## config.mk

```make
export PLATFORM = sky130hd
export DESIGN_NAME = stage_mem1
export DESIGN_NICKNAME = d
export VERILOG_FILES = /design/src/rtl/stage_mem1_pkg.sv /design/src/rtl/stage_mem1_load_align.sv /design/src/rtl/stage_mem1.sv
export SDC_FILE = /design/constraint.sdc
export NUM_CORES = 1
export LEC_CHECK = 0
export BUFFER_PORTS_ARGS = -buffer_cell sky130_fd_sc_hd__buf_2
export CORE_ASPECT_RATIO = 0.9
export CORE_MARGIN = 1.5
export CORE_UTILIZATION = 33
export DETAILED_ROUTE_END_ITERATION = 10
export HOLD_SLACK_MARGIN = 0.15
export PLACE_DENSITY_LB_ADDON = 0.15
export SLEW_MARGIN = 25
export SYNTH_ARGS = -nofsm -noshare
export SYNTH_HDL_FRONTEND = slang
export SYNTH_SLANG_ARGS = --single-unit
```

## constraint.sdc

```tcl
create_clock -name clk_core -period 3.95 [get_ports clk_core]
set_clock_uncertainty 0.2 [all_clocks]
set_input_delay 0.9875 -clock clk_core [delete_from_list [all_inputs] [get_ports clk_core]]
set_output_delay 0.9875 -clock clk_core [all_outputs]
set_load 0.005 [all_outputs]
```

## src/rtl/stage_mem1_pkg.sv

```systemverilog
// Shared types and constants for the mem1 pipeline stage: exception causes,
// access size encodings, FSM states and the captured instruction record.
package stage_mem1_pkg;

    localparam int XLEN  = 32;
    localparam int PC_W  = 30;
    localparam int REG_W = 5;

    // Exception causes, numbered like the RISC-V mcause exception codes.
    typedef enum logic [3:0] {
        IMISALIGN = 4'd0,
        IACCESS   = 4'd1,
        ILLEGAL   = 4'd2,
        BREAK     = 4'd3,
        LMISALIGN = 4'd4,
        LACCESS   = 4'd5,
        SMISALIGN = 4'd6,
        SACCESS   = 4'd7,
        ECALL_U   = 4'd8,
        ECALL_M   = 4'd11
    } ecause_t;

    // Load/store access size.
    localparam logic [1:0] MEM_B = 2'd0;
    localparam logic [1:0] MEM_H = 2'd1;
    localparam logic [1:0] MEM_W = 2'd2;

    // RUN: normal operation. DRAIN: swallow the response of a killed load.
    typedef enum logic {
        ST_RUN   = 1'b0,
        ST_DRAIN = 1'b1
    } mem1_state_t;

    // Payload of the instruction held in mem1 (valid/exc kept separately).
    typedef struct packed {
        ecause_t           exc_cause;
        logic              flush;
        logic [PC_W-1:0]   pc;
        logic [REG_W-1:0]  wb_reg;
        logic              load;
        logic              store;
        logic [1:0]        size;
        logic              is_unsigned;
        logic [1:0]        addr_lo;
        logic [XLEN-1:0]   result;
    } mem1_ins_t;

endpackage

```

## src/rtl/stage_mem1_load_align.sv

```systemverilog
// Load data formatter: shifts the dcache word down to the addressed byte lane,
// then keeps byte/half/word and sign- or zero-extends it to 32 bits.
module stage_mem1_load_align
    import stage_mem1_pkg::*;
(
    input  logic [XLEN-1:0] i_data,
    input  logic [1:0]      i_addr_lo,
    input  logic [1:0]      i_size,
    input  logic            i_unsigned,
    output logic [XLEN-1:0] o_data
);

    logic [XLEN-1:0] w_shifted;
    logic            w_sign_b;
    logic            w_sign_h;

    assign w_shifted = i_data >> {i_addr_lo, 3'b000};
    assign w_sign_b  = w_shifted[7]  & ~i_unsigned;
    assign w_sign_h  = w_shifted[15] & ~i_unsigned;

    // Select the access width and extend from its top bit.
    always_comb begin
        // NOTE: o_data gets a value before the case so every path assigns it; no latch is inferred.
        o_data = w_shifted;
        case (i_size)
            MEM_B:   o_data = {{24{w_sign_b}}, w_shifted[7:0]};
            MEM_H:   o_data = {{16{w_sign_h}}, w_shifted[15:0]};
            default: o_data = w_shifted;
        endcase
    end

endmodule

```

## src/rtl/stage_mem1.sv

```systemverilog
// Second memory stage: holds one instruction, waits for its dcache response,
// formats load data, turns dcache errors into exceptions and feeds writeback.
// A kill while a load is outstanding drains the orphaned response.
module stage_mem1
    import stage_mem1_pkg::*;
(
    input  logic             clk_core,
    input  logic             reset_n,
    input  logic             mem0_valid,
    input  logic             mem0_exc,
    input  ecause_t          mem0_exc_cause,
    input  logic             mem0_flush,
    input  logic [PC_W-1:0]  mem0_pc,
    input  logic [REG_W-1:0] mem0_wb_reg,
    input  logic             mem0_load,
    input  logic             mem0_store,
    input  logic [1:0]       mem0_size,
    input  logic             mem0_unsigned,
    input  logic [1:0]       mem0_addr_lo,
    input  logic [XLEN-1:0]  mem0_result,
    input  logic             dc_rvalid,
    input  logic [XLEN-1:0]  dc_rdata,
    input  logic             dc_err,
    input  logic             wb_stall,
    input  logic             csr_kill,
    output logic             mem1_stall,
    output logic             mem1_valid_wb,
    output logic             mem1_exc,
    output ecause_t          mem1_exc_cause,
    output logic             mem1_flush,
    output logic [PC_W-1:0]  mem1_pc,
    output logic [REG_W-1:0] mem1_wb_reg,
    output logic [XLEN-1:0]  mem1_dout,
    output logic             mem1_fwd_valid,
    output logic             mem1_fwd_busy,
    output logic [REG_W-1:0] mem1_fwd_reg
);

    mem1_state_t     r_state;
    mem1_state_t     w_state_next;
    logic            r_ins_valid;
    logic            r_ins_exc;
    mem1_ins_t       r_ins;
    logic            r_ld_have;
    logic [XLEN-1:0] r_ld_buf_data;
    logic            r_ld_buf_err;

    logic            w_need_dc;
    logic            w_got;
    logic [XLEN-1:0] w_src;
    logic            w_err;
    logic            w_dc_fault;
    logic            w_advance;
    logic            w_ld_capture;
    logic [XLEN-1:0] w_load_fmt;

    // A response is owed for any live, non-excepting load or store.
    assign w_need_dc  = r_ins_valid & ~r_ins_exc & (r_ins.load | r_ins.store);
    assign w_got      = r_ld_have | dc_rvalid;
    assign w_src      = r_ld_have ? r_ld_buf_data : dc_rdata;
    assign w_err      = r_ld_have ? r_ld_buf_err  : dc_err;
    assign w_dc_fault = w_need_dc & w_got & w_err;
    assign w_advance  = ~mem1_stall;

    // Park the response when writeback holds the instruction in the arrival cycle.
    assign w_ld_capture = (r_state == ST_RUN) & dc_rvalid & w_need_dc & ~r_ld_have
                        & wb_stall & ~csr_kill;

    // Control half of the instruction register; a kill overrides any hold.
    always_ff @(posedge clk_core) begin
        // NOTE: sequential state uses non-blocking assignments so every flop samples pre-edge values.
        if (!reset_n) begin
            r_ins_valid <= 1'b0;
            r_ins_exc   <= 1'b0;
        end else begin
            if (w_advance) begin
                r_ins_exc <= mem0_exc;
            end
            if (csr_kill) begin
                r_ins_valid <= 1'b0;
            end else if (w_advance) begin
                r_ins_valid <= mem0_valid;
            end
        end
    end

    // Payload half of the instruction register, loaded whenever mem1 accepts.
    always_ff @(posedge clk_core) begin
        // NOTE: payload flops are deliberately unreset; they are only observed while r_ins_valid is set.
        if (w_advance) begin
            r_ins <= '{exc_cause:   mem0_exc_cause,
                       flush:       mem0_flush,
                       pc:          mem0_pc,
                       wb_reg:      mem0_wb_reg,
                       load:        mem0_load,
                       store:       mem0_store,
                       size:        mem0_size,
                       is_unsigned: mem0_unsigned,
                       addr_lo:     mem0_addr_lo,
                       result:      mem0_result};
        end
    end

    // Buffered-response flag: set on a held arrival, cleared on advance or kill.
    always_ff @(posedge clk_core) begin
        if (!reset_n) begin
            r_ld_have <= 1'b0;
        end else if (csr_kill || w_advance) begin
            r_ld_have <= 1'b0;
        end else if (w_ld_capture) begin
            r_ld_have <= 1'b1;
        end
    end

    // Buffered response data and error bit.
    always_ff @(posedge clk_core) begin
        if (w_ld_capture) begin
            r_ld_buf_data <= dc_rdata;
            r_ld_buf_err  <= dc_err;
        end
    end

    // FSM state register.
    always_ff @(posedge clk_core) begin
        if (!reset_n) begin
            r_state <= ST_RUN;
        end else begin
            r_state <= w_state_next;
        end
    end

    // FSM next state plus the stall and writeback handshake outputs.
    always_comb begin
        w_state_next  = r_state;
        mem1_stall    = wb_stall | (w_need_dc & ~w_got);
        mem1_valid_wb = r_ins_valid & ~r_ins_exc & ~w_dc_fault & (~w_need_dc | w_got);
        mem1_exc      = r_ins_valid & (r_ins_exc | w_dc_fault);
        case (r_state)
            ST_RUN: begin
                if (csr_kill && w_need_dc && !r_ld_have && !dc_rvalid) begin
                    w_state_next = ST_DRAIN;
                end
            end
            ST_DRAIN: begin
                mem1_stall    = 1'b1;
                mem1_valid_wb = 1'b0;
                mem1_exc      = 1'b0;
                if (dc_rvalid) begin
                    w_state_next = ST_RUN;
                end
            end
            default: w_state_next = ST_RUN;
        endcase
    end

    stage_mem1_load_align u_load_align (
        .i_data     (w_src),
        .i_addr_lo  (r_ins.addr_lo),
        .i_size     (r_ins.size),
        .i_unsigned (r_ins.is_unsigned),
        .o_data     (w_load_fmt)
    );

    assign mem1_exc_cause = r_ins_exc   ? r_ins.exc_cause
                          : r_ins.store ? SACCESS : LACCESS;
    assign mem1_flush     = r_ins.flush;
    assign mem1_pc        = r_ins.pc;
    assign mem1_wb_reg    = r_ins.wb_reg;
    assign mem1_dout      = (r_ins.load & ~r_ins_exc & ~w_dc_fault) ? w_load_fmt : r_ins.result;

    // Decode bypass: busy while a result is owed, valid once the data exists.
    assign mem1_fwd_reg   = r_ins.wb_reg;
    assign mem1_fwd_busy  = r_ins_valid & ~r_ins_exc & (r_ins.wb_reg != '0);
    assign mem1_fwd_valid = mem1_fwd_busy & (~r_ins.load | w_got);

    // Responses may only arrive for an outstanding access or while draining.
    assert property (@(posedge clk_core) disable iff (!reset_n)
        dc_rvalid |-> ((r_state == ST_DRAIN) || (w_need_dc && !r_ld_have)))
        else $error("stage_mem1: dc_rvalid with no outstanding dcache access");

endmodule

```

==> results.txt, run 1 <==
* Flip-flop count of the largest register, all copies and words added: 43
- Clock sink total: 116
- RePlAce Congestion: 0.794
- Measured on the finished design, the core utilization comes to 43.5%.
- Type of the tightest min-delay check: flip-flop to flip-flop
- Subtracting the final worst setup slack from the clock period gives 3.80 ns.
* I/O Pins: 201
* Type of element launching the critical path: flip-flop
- Count of different cell masters after synthesis: 42
- Of the total synthesized cell area, the portion taken by XOR and XNOR cells is 0%.
* Clock insertion delay at the later pin of the skew report: 0.42 ns
* Proportion of layout cells with a drive suffix above 1: 42.3%
* Fraction of the mapped netlist area in adder cells: 0%
- Clock tree synthesis inserted a total of 17 buffers.
- Data on the critical path is required at its endpoint by 2.76 ns.
* Status: complete, no violations
- Vertical die dimension: 129 microns
- The core region is 17,100 sq um.
- By startpoint and endpoint, the worst setup path is classified as flip-flop to output pin.
* Main combinational cell family by area after synthesis: multiplexers
- The first global-routing pass estimated 24.1 mm of wire.
* NumNets Final: 745
- Number of standard-cell rows in the floorplan: 45
- After detailed routing, the number of remaining DRC violations is 0.
- The floorplan step set the die width to 143 microns.
* N_diodes: 0
* Effective utilization at floorplan: 34.2%
- Dividing the final minimum period by the clock period gives 96.1%.
- The number of nets handed over by synthesis was 584.
- In this run the remaining antenna-violating nets after routing total 0.
* Count of endpoints failing hold in the final timing report: 0
- Max-slew violation count: 0
- CTS tree: done
- Once the clock tree was built, the resizer swapped 0 gates to a different size.
* Total detailed-routing wirelength: 15.8 mm
- Count of warnings emitted by yosys: 0
- Summing the areas of all compound-gate instances in the mapped netlist gives 11.1% of the synthesized area.
- Crit Path Max Fanout: 28
- Setup violations remaining at the end of the flow were counted as 0.
- The tool flagged a number of max-cap violations equal to 0.
- Vias in the first global route: 4,281
- For this run the aggregate overflow at the end of global routing stands at 0.
* Cts hold-fix bufs: 0
* Pin count of the biggest net entering global routing: 80
* Data arrival time of the critical path: 2.61 ns
- In the final routed layout, each cell accounts on average for 18.0 microns.
* Root Buffer Master: sky130_fd_sc_hd__clkbuf_16
- Number of standard cells after synthesis: 465
* Aggregate global-route resource usage: 17.7%
- After detailed routing, the number of vias per cell comes to 4.90.
- The clock tree synthesis step divided the H-tree into 4 levels.
- The longest clock path from root to sink contains 2 buffers.
- The synthesized design contains 116 register bits.
- Synthesized cell area: 5830 sq um
- Slew Limit Headroom: 49.8%
* Routed via count: 4,284
- Clock edge transition at the registers on the reported setup and hold paths: 0.06 ns
- Once the clock tree was built, the setup fixing pass inserted 0 buffers.
- Of the total synthesized cell area, the portion taken by AND, OR, NAND and NOR gates is 9.33%.
* Quantity of I/O buffers inserted on ports: 200
- Hold is met by 0.398 ns.
* Max VDD drop: 0.268 mV
- Multiplexer share of the synthesized area: 12.0%
- Area enclosed by the die boundary: 18,500 sq um
- The worst setup path is captured at an output pin.
- Leakage power figure: 2.98 nW
* Fraction of the yosys area taken by sequential cells: 59.1%
- The area growth from synthesis to layout is 27.2%.
* Antenna violations before repair: 1
- For this design the ratio of total power to cell area is 454 nW/um^2.
- Synth Area per Inst: 12.5 sq um
* DRC marker count from the first detailed-route iteration: 221
* Top register by number of flip-flops: r_ins
- Least-Margin Pin Slew: 0.752 ns
* Pre-antenna DRT Iters: 4
- Setup repair after global routing left no endpoint under its margin.
- Static timing analysis puts the maximum clock frequency at 0.263 GHz.
- Adding up every negative setup slack in the final design gives 0 ns.
* DPL Wire Length: 11.4 mm
## worst paths after layout
path / start / endpoint / slack [ns] / depth (start not counted)
worst max-delay path: r_ld_have / mem1_dout[19] / 0.15 / 7
worst min-delay path: r_state / r_state / 0.40 / 2
worst max register to register: r_ins_exc / r_ins[13] / 1.72 / 4
worst min register to register: r_state / r_state / 0.40 / 2
## power by group
group	switching (W)	internal [W]	total [W]	leakage [nW]
Clock	0.000617	0.000945	0.00156	0.288
Sequential	0.0000213	0.00141	0.00143	1.10
Combinational	0.000199	0.000173	0.000372	1.59
Total	0.000837	0.00253	0.00336	2.98
## final cells by class
class	instances	area (sq um)
clock buffer	17	425
clock inverter	15	170
fill	1628	9640
inverter	11	42.5
multi-input combinational	266	1890
sequential	116	3440
tap	235	294
timing repair buffer	214	1150
## critical path, cell delays in order (launching register included)
cell and delay, ns:
sky130_fd_sc_hd__dfxtp_2 0.60, sky130_fd_sc_hd__buf_12 0.25, sky130_fd_sc_hd__mux2i_1 0.44, sky130_fd_sc_hd__o22ai_1 0.19
sky130_fd_sc_hd__o21ai_1 0.16, sky130_fd_sc_hd__buf_4 0.25, sky130_fd_sc_hd__a31oi_1 0.14, sky130_fd_sc_hd__buf_2 0.15
## cell families after synthesis
logic type             Yosys count
buffers and inverters           83
AO/OA/AOI/OAI                   97
AND/OR/NAND/NOR                109
multiplexers                    60
flip-flops                     116
## metrics by stage
step | worst slack (ns) | instance area, sq um | total power (W) | std cells
2_1_floorplan | 0.475 | 5830 | 0.00167 | 465
3_3_place_gp | 0.376 | 6820 | 0.00183 | 842
3_5_place_dp | 0.332 | 6820 | 0.00183 | 842
4_1_cts | 0.116 | 7410 | 0.00341 | 874
5_1_grt | 0.00320 | 7420 | 0.00350 | 874
6_report | 0.152 | 7420 | 0.00336 | 874
## placed cells by master, fill, tap and decap left out, drive strengths merged, types with 2 or more instances in the layout
cell type | netlist | routed
mux4 | 7 | 7
nand2 | 17 | 17
or3b | 2 | 2
nor3b | 2 | 2
buf | 59 | 214
clkinvlp | 0 | 2
nor2 | 46 | 46
a21oi | 3 | 3
mux2 | 9 | 9
and2 | 2 | 2
clkbuf | 13 | 17
bufinv | 0 | 2
or2 | 3 | 3
o21ai | 23 | 23
clkinv | 0 | 5
nor2b | 14 | 14
inv | 11 | 17
nand3 | 2 | 2
a31oi | 30 | 30
mux2i | 44 | 44
and3 | 2 | 2
nor3 | 3 | 3
o22ai | 9 | 9
o2bb2ai | 7 | 7
edfxtp | 112 | 112
nand2b | 12 | 12
o211ai | 2 | 2
dfxtp | 4 | 4
o31ai | 16 | 16
a22oi | 2 | 2
## synth_stat cells, drive strengths merged
master     n  area share (%)
nand3b     1            0.13
inv       11            0.71
a31oi     30             3.2
clkbuf    13            0.84
nand2     17             1.1
o22ai      9            0.97
mux2i     44             7.6
or3        1            0.11
o211ai     2            0.26
a21oi      3            0.26
o31ai     16             2.1
mux4       7             2.7
nor2b     14             1.5
or2        3            0.32
o2bb2ai    7             1.1
nor2      46             3.0
and3       2            0.21
nand2b    12             1.3
nand3      2            0.17
nor3       3            0.45
mux2       9             1.7
and2       2            0.21
dfxtp      4             1.4
or3b       2            0.30
edfxtp   112              58
o21ai     23             2.0
o41ai      1            0.47
o2111a     1            0.19
and4b      1            0.17
a211oi     1            0.13
nor3b      2            0.26
a22oi      2            0.26
buf       59             7.0
a21boi     1            0.13
a22o       1            0.15
and4       1            0.15
## routing by layer
metal | vias to the layer above | global-route usage, % | part of all wire [%]
li1 | 2032 | - | -
met1 | 2050 | 24.1 | 46
met5 | - | 0 | 0.070
met3 | 19 | 6.80 | 8.3
met4 | 2 | 6.25 | 1.5
met2 | 181 | 25.9 | 44
Power figures use the tool's default switching activity.
==> run 2: changes to the inputs <==
CAP_MARGIN = 20   (was not set)
PLACE_DENSITY_LB_ADDON = not set   (was 0.15)
==> run 2 against run 1 <==
  * Clock-buffer cell count rose by 1
  * Sequential share of layout area increased by 0.33 points
  * Combinational power about the same
==> results.txt, run 2 (synthesized netlist as in run 1, its figures left out) <==
* Vias in the first global route: 4,225
- Part of the power in combinational logic: 11.4%
* DPL Wire Length: 11.5 mm
* Final global-route overflow total: 0
* Clock insertion delay at the later pin of the skew report: 0.41 ns
- In the final layout, the share of cells above drive strength 1 is 42.0%.
* Effective utilization at floorplan: 34.2%
- I/O Pins: 201
* Fmax: 0.267 GHz
* Minimum clock period after layout: 3.74 ns
- Port buffering added 200 buffers.
- Top register by number of flip-flops: r_ins
* Vertical die dimension: 129 microns
- Unrepaired setup endpoints after global routing: no
* Global-route wire length before repair: 23.3 mm
* Area of all placed cells without fillers: 7360 sq um
* Number of remaining DRC errors: 0
- The number of antenna violations at the first check in global routing came to 2.
* Met1 usage: 22.8%
- CTS tree: done
- After clock tree synthesis, the clock-pin slew on the worst setup and hold paths is 0.06 ns.
- The die covers 18,500 sq um.
- Total power per unit cell area: 442 nW/um^2
* Crit Path Max Fanout: 17
- For the pin with the worst max-slew slack, the measured transition is 0.549 ns.
- On the final layout, the worst hold slack is 0.411 ns.
* Sw Pwr: 0.000801 W
* GRT met2 Usage: 26.5%
- TritonCTS created 17 clock buffers.
- Detailed-route wire length per cell: 18.0 microns
* Aggregate global-route resource usage: 17.3%
* Status: complete, no violations
- Final core occ: 43.2%
- Required time at the worst-slack endpoint: 2.76 ns
- For this block, the initial DRC count from the detailed router was 246.
- Number of standard-cell rows in the floorplan: 45
* Part of the cycle the worst path needs: 94.7%
- RePlAce Congestion: 0.840
- Setup Crit Path Kind: flip-flop to output pin
* Total buffers and inverters traversed by the critical path: 3
- On the worst path, the slowest cell contributes a delay of 0.51 ns.
* Max VDD drop: 0.351 mV
- In this run the remaining antenna-violating nets after routing total 0.
- The first TritonRoute pass finished after 5 iterations.
- Setup violations remaining at the end of the flow were counted as 0.
- Entering global routing, the biggest net connects 73 pins.
- The library cells used most frequently in the layout, excluding fill and tap cells, are 200 x sky130_fd_sc_hd__buf_2, 112 x sky130_fd_sc_hd__edfxtp_1, 46 x sky130_fd_sc_hd__nor2_1, 43 x sky130_fd_sc_hd__mux2i_1, 30 x sky130_fd_sc_hd__a31oi_1.
- In this run the cell area measured after placement is 6800 sq um.
- STA classifies the critical path endpoint as an output pin.
- Power share of the clock group: 44.6%
- Growth of design area from synthesis to finish: 26.3%
- After global routing, the most crowded layer is met2.
* Setup Total Neg Slack: 0 ns
* Max-slew violation count: 0
- The core region is 17,100 sq um.
- By instance count, the cell type seen most on the critical path is sky130_fd_sc_hd__buf_4.
- After detailed placement, the design holds a cell count of 841.
- Leakage power figure: 2.95 nW
- The register with the most flip-flops in the layout has 43 of them.
- Count of endpoints failing hold in the final timing report: 0
* Clock sink total: 116
- Max-cap violation count: 0
- Measured against its own limit, the worst slew margin works out to 62.3%.
- Net switching is 24.6% of the power.
* Final instance count without filler cells: 874
- Type of element launching the critical path: flip-flop
* Routed via count: 4,192
- The library cell used most frequently in the layout, excluding fill and tap cells, is sky130_fd_sc_hd__buf_2.
- H-tree level count: 4
- CP max stage cell: sky130_fd_sc_hd__edfxtp_1
- After the last flow step, the layout net total stands at 744.
* DR vias/cell: 4.80
- Type of the tightest min-delay check: flip-flop to flip-flop
- The internal power of the cells totals 0.00245 W.
- Per report_power, the sequential group accounts for 44.0% of the total.
- The routed design has 15.7 mm of wire.
- Fraction of met3 tracks used by global routing: 6.73%
- Die Span X: 143 microns
* Top Family by Delay on Critical Path: buffers and inverters
* Worst path cell trace: buf_4 -> or2_2 -> o22ai_1 -> o21ai_1 -> buf_4 -> a31oi_1 -> buf_2
- The cell sitting at the root of the clock tree is a sky130_fd_sc_hd__clkbuf_16.
- Data arrival time of the critical path: 2.55 ns
* Max clock buf depth: 2
## run 2: area by class of cell
class / count / area, sq um
Antenna cell: 1 / 2.50
Inverter: 11 / 42.5
Multi-Input combinational cell: 266 / 1900
Sequential cell: 116 / 3440
Fill cell: 1630 / 9700
Clock buffer: 18 / 429
Timing Repair Buffer: 213 / 1120
Tap cell: 235 / 294
Clock inverter: 14 / 131
## run 2: layer usage
| metal | part of all wire (%) | routed length, microns |
|---|---|---|
| met5 | 0.083 | 13 |
| met4 | 0.80 | 125 |
| met3 | 7.7 | 1210 |
| met2 | 46 | 7190 |
| met1 | 46 | 7150 |
## run 2: power by group through the flow
| stage | logic [W] | clock network, W | registers (W) |
|---|---|---|---|
| 6_report | 0.000372 | 0.00145 | 0.00143 |
| 5_1_grt | 0.000409 | 0.00154 | 0.00144 |
| 4_1_cts | 0.000376 | 0.00149 | 0.00143 |
| 3_5_place_dp | 0.000374 | 0 | 0.00146 |
| 3_3_place_gp | 0.000367 | 0 | 0.00145 |
| 2_1_floorplan | 0.000217 | 0 | 0.00145 |
## run 2: worst min-delay path: stages (launching register included)
cell and delay (ns):
sky130_fd_sc_hd__dfxtp_1 0.36, sky130_fd_sc_hd__a21oi_1 0.14, sky130_fd_sc_hd__nor3b_1 0.06
## run 2: what timing repair did
item / in CTS / in global routing
hold buffers: 0 / 0
setup buffers: 0 / 0
resized for setup: 0 / 1
endpoints found under the setup margin: 0 / 1
## run 2: stage by stage
stage / total power [W] / setup slack, ns
floorplan: 0.00167 / 0.475
global placement: 0.00182 / 0.306
detailed placement: 0.00183 / 0.239
CTS: 0.00330 / 0.176
global route: 0.00339 / 0.0427
finish: 0.00325 / 0.210
## run 2: final timing paths
| kind | start | to | slack [ns] | depth (start not counted) |
|---|---|---|---|---|
| setup / recovery | r_ins[33] | mem1_dout[28] | 0.21 | 7 |
| hold / removal | r_state | r_state | 0.41 | 2 |
| setup reg to reg | r_ins_exc | mem1_fwd_reg[2] | 1.59 | 4 |
| hold reg to reg | r_state | r_state | 0.41 | 2 |
==> run 3: changes to the inputs <==
BUFFER_PORTS_ARGS = not set   (was -buffer_cell sky130_fd_sc_hd__buf_2)
CORE_UTILIZATION = 47   (was 33)
DONT_BUFFER_PORTS = 1   (was not set)
==> run 3 against run 2 <==
  * Global-route usage grew 3.3 points
  * Non-clock buffer count down 191
  * Core utilization grew 9.6 points
  * First-iteration DRC count increased by 12%
  * Largest power group unchanged
  * Highest routed layer is now met4
  * Register-to-register slack worse by 0.35 ns
  * Sequential cell count unchanged
  * Final cell count fell by 31%
  * Combinational power decreased by 32%
  * Setup slack improved by 0.060 ns
==> results.txt, run 3 (synthesized netlist as in run 1, its figures left out) <==
- DR vias/cell: 5.80
- For this design the ratio of total power to cell area is 504 nW/um^2.
- The clock net in this run drives a total of 116 sinks.
* Final hold slack: 0.384 ns
* Remaining antenna violation count after routing: 0
- Proportion of layout cells with a drive suffix above 1: 16.8%
* Die Span X: 120 microns
- The number of global-route vias before repair came to 3,487.
* Commonest cells after routing, fill and taps aside: 112 x sky130_fd_sc_hd__edfxtp_1, 46 x sky130_fd_sc_hd__nor2_1, 44 x sky130_fd_sc_hd__mux2i_1, 30 x sky130_fd_sc_hd__a31oi_1, 19 x sky130_fd_sc_hd__buf_4
- The routed design has 13.4 mm of wire.
- After clock tree synthesis, the flow added hold-fix buffers numbering 0.
- During I/O placement, the number of pins put on the boundary was 201.
- Post-CTS Setup Repair Bufs: 0
- Headroom to the max-slew limit came out at 60.9%.
- Number of stages on the worst hold path: 2
* Area enclosed by the die boundary: 13,100 sq um
- The worst setup path is captured at an output pin.
- The total count of max-transition violations in the final report came to 0.
* Status: complete, no violations
* Pin count of the biggest net entering global routing: 51
* Fmax: 0.272 GHz
- In this run, the number of DRC markers left after iteration 0 of detailed routing was 275.
- After filler insertion, the fill cell instance count of the layout stands at 1,019.
* Placement Cell Area: 5760 sq um
- In this run the worst path has a maximum fanout of 23.
- Root Buffer Master: sky130_fd_sc_hd__clkbuf_16
- Summed over all failing endpoints, the final setup total negative slack is 0 ns.
- The number of antenna diodes in the final layout is 0.
* Pre-antenna DRT Iters: 5
- Total buffers and inverters traversed by the critical path: 2
* Max-cap violation count: 0
- The clock tree synthesis step divided the H-tree into 4 levels.
- For this block, the via count after detailed routing is 3,520.
- Antenna violations before repair: 0
- Setup Crit Path Kind: flip-flop to output pin
- Counting flops per register, the top entry is r_ins.
- DPL Wire Length: 9.74 mm
* Cell with the most instances on the worst path: sky130_fd_sc_hd__buf_4
- Data arrival time of the critical path: 2.49 ns
* Least-Margin Pin Slew: 0.585 ns
- The worst setup path is launched from a flip-flop.
- The region available for standard cell placement spans 12,100 sq um.
* RePlAce Congestion: 0.812
- Final instance count without filler cells: 607
- Global-route wire length before repair: 19.6 mm
- Stage delay of the slowest cell on the critical path: 0.67 ns
- Growth of design area from synthesis to finish: 9.18%
* Detailed-route wire length per cell: 22.1 microns
- Reg-to-reg slack, setup: 1.24 ns
- Type of the tightest min-delay check: flip-flop to flip-flop
- In this design, the largest share of critical-path delay is due to simple AND/OR/NAND/NOR gates.
- Number of remaining DRC errors: 0
- TritonCTS built the clock tree.
- Area of all placed cells without fillers: 6370 sq um
- The startpoint identified for the worst register-to-register timing path is r_ins_exc.
- For this design the static power due to leakage is 2.21 nW.
- Capture instance of the worst register-to-register path: r_ins[25]
- After detailed placement, the design holds a cell count of 574.
- CP max stage cell: sky130_fd_sc_hd__dfxtp_2
* Clock edge transition at the registers on the reported setup and hold paths: 0.05 ns
- The path with the worst hold slack has its endpoint at r_state.
* Count of endpoints failing hold in the final timing report: 0
* Max clock buf depth: 2
- NumNets Final: 553
- Setup repair after global routing left no endpoint under its margin.
- Max VDD drop: 0.371 mV
- The worst path needs 3.68 ns of the cycle, external delays included.
- Aggregate global-route resource usage: 20.6%
- During placement, the flow inserted port buffers numbering 0.
* Number of standard-cell rows in the floorplan: 38
- After clock tree synthesis, the repair step resized 0 gates.
- For the worst-skew pair, the clock arrives at the later sink with an insertion delay of 0.41 ns.
- For this configuration, the core starts out at a cell density of 48.3%.
- Most frequent standard cell in the layout excluding fill and tap cells: sky130_fd_sc_hd__edfxtp_1
* Worst path cell trace: and4b_1 -> or3_1 -> buf_4 -> nor2_1 -> a31oi_1 -> buf_4
- The register with the most flip-flops in the layout has 43 of them.
- For this run the aggregate overflow at the end of global routing stands at 0.
* Vertical die dimension: 109 microns
- Total power consumption of the routed design: 0.00321 W
- In this run the most critical hold path is launched from r_state.
- Dividing the final minimum period by the clock period gives 93.2%.
* Worst Reg-to-Reg Cells: 4
* Number of buffers inserted during clock tree synthesis: 17
- Setup violations remaining at the end of the flow were counted as 0.
- Required time at the worst-slack endpoint: 2.76 ns
==> run 3: metrics by stage <==
step	setup slack (ns)	util (%)
finish	0.270	52.7
floorplan	0.475	-
global placement	0.448	47.7
global route	0.117	52.7
detailed placement	0.432	47.7
CTS	0.182	52.6
==> run 3: final cells by class <==
class | count | area, sq um | share of cell area (%)
clock buffer | 19 | 433 | 6.80
clock inverter | 13 | 160 | 2.52
inverter | 11 | 42.5 | 0.668
multi-input combinational | 266 | 1890 | 29.7
sequential | 116 | 3440 | 54.1
tap | 160 | 200 | 3.14
timing repair buffer | 22 | 194 | 3.05
==> run 3: worst min-delay path, cell delays in order, from the launching register on <==
cell                      delay, ns
sky130_fd_sc_hd__dfxtp_1       0.34
sky130_fd_sc_hd__a21oi_1       0.14
sky130_fd_sc_hd__nor3b_1       0.06
==> run 3: how the worst max path moves through the flow <==
| stage | startpoint | end | slack [ns] | depth (start not counted) |
|---|---|---|---|---|
| after global placement | dc_rvalid | mem1_dout[27] | 0.45 | 6 |
| final | r_ld_have | mem1_dout[27] | 0.27 | 6 |
| after detailed placement | dc_rvalid | mem1_dout[23] | 0.43 | 5 |
| after global routing | r_ld_have | mem1_dout[24] | 0.12 | 6 |
| after floorplan | wb_stall | mem1_flush | 0.48 | 3 |
| after CTS | r_ins[33] | mem1_dout[20] | 0.18 | 4 |
==> run 3: layer usage <==
metal,part of all wire (%),vias up,global-route usage [%]
met3,11,12,10.3
met5,0,-,0
li1,-,1652,-
met1,42,1684,25.9
met4,1.2,0,6.05
met2,46,172,31.6
==> run 3: power breakdown <==
part           total, W  switching (W)  internal (W)  leakage (nW)
Combinational  0.000252       0.000151      0.000101         0.819
Clock           0.00152       0.000529      0.000988         0.288
Sequential      0.00144      0.0000279       0.00141          1.10
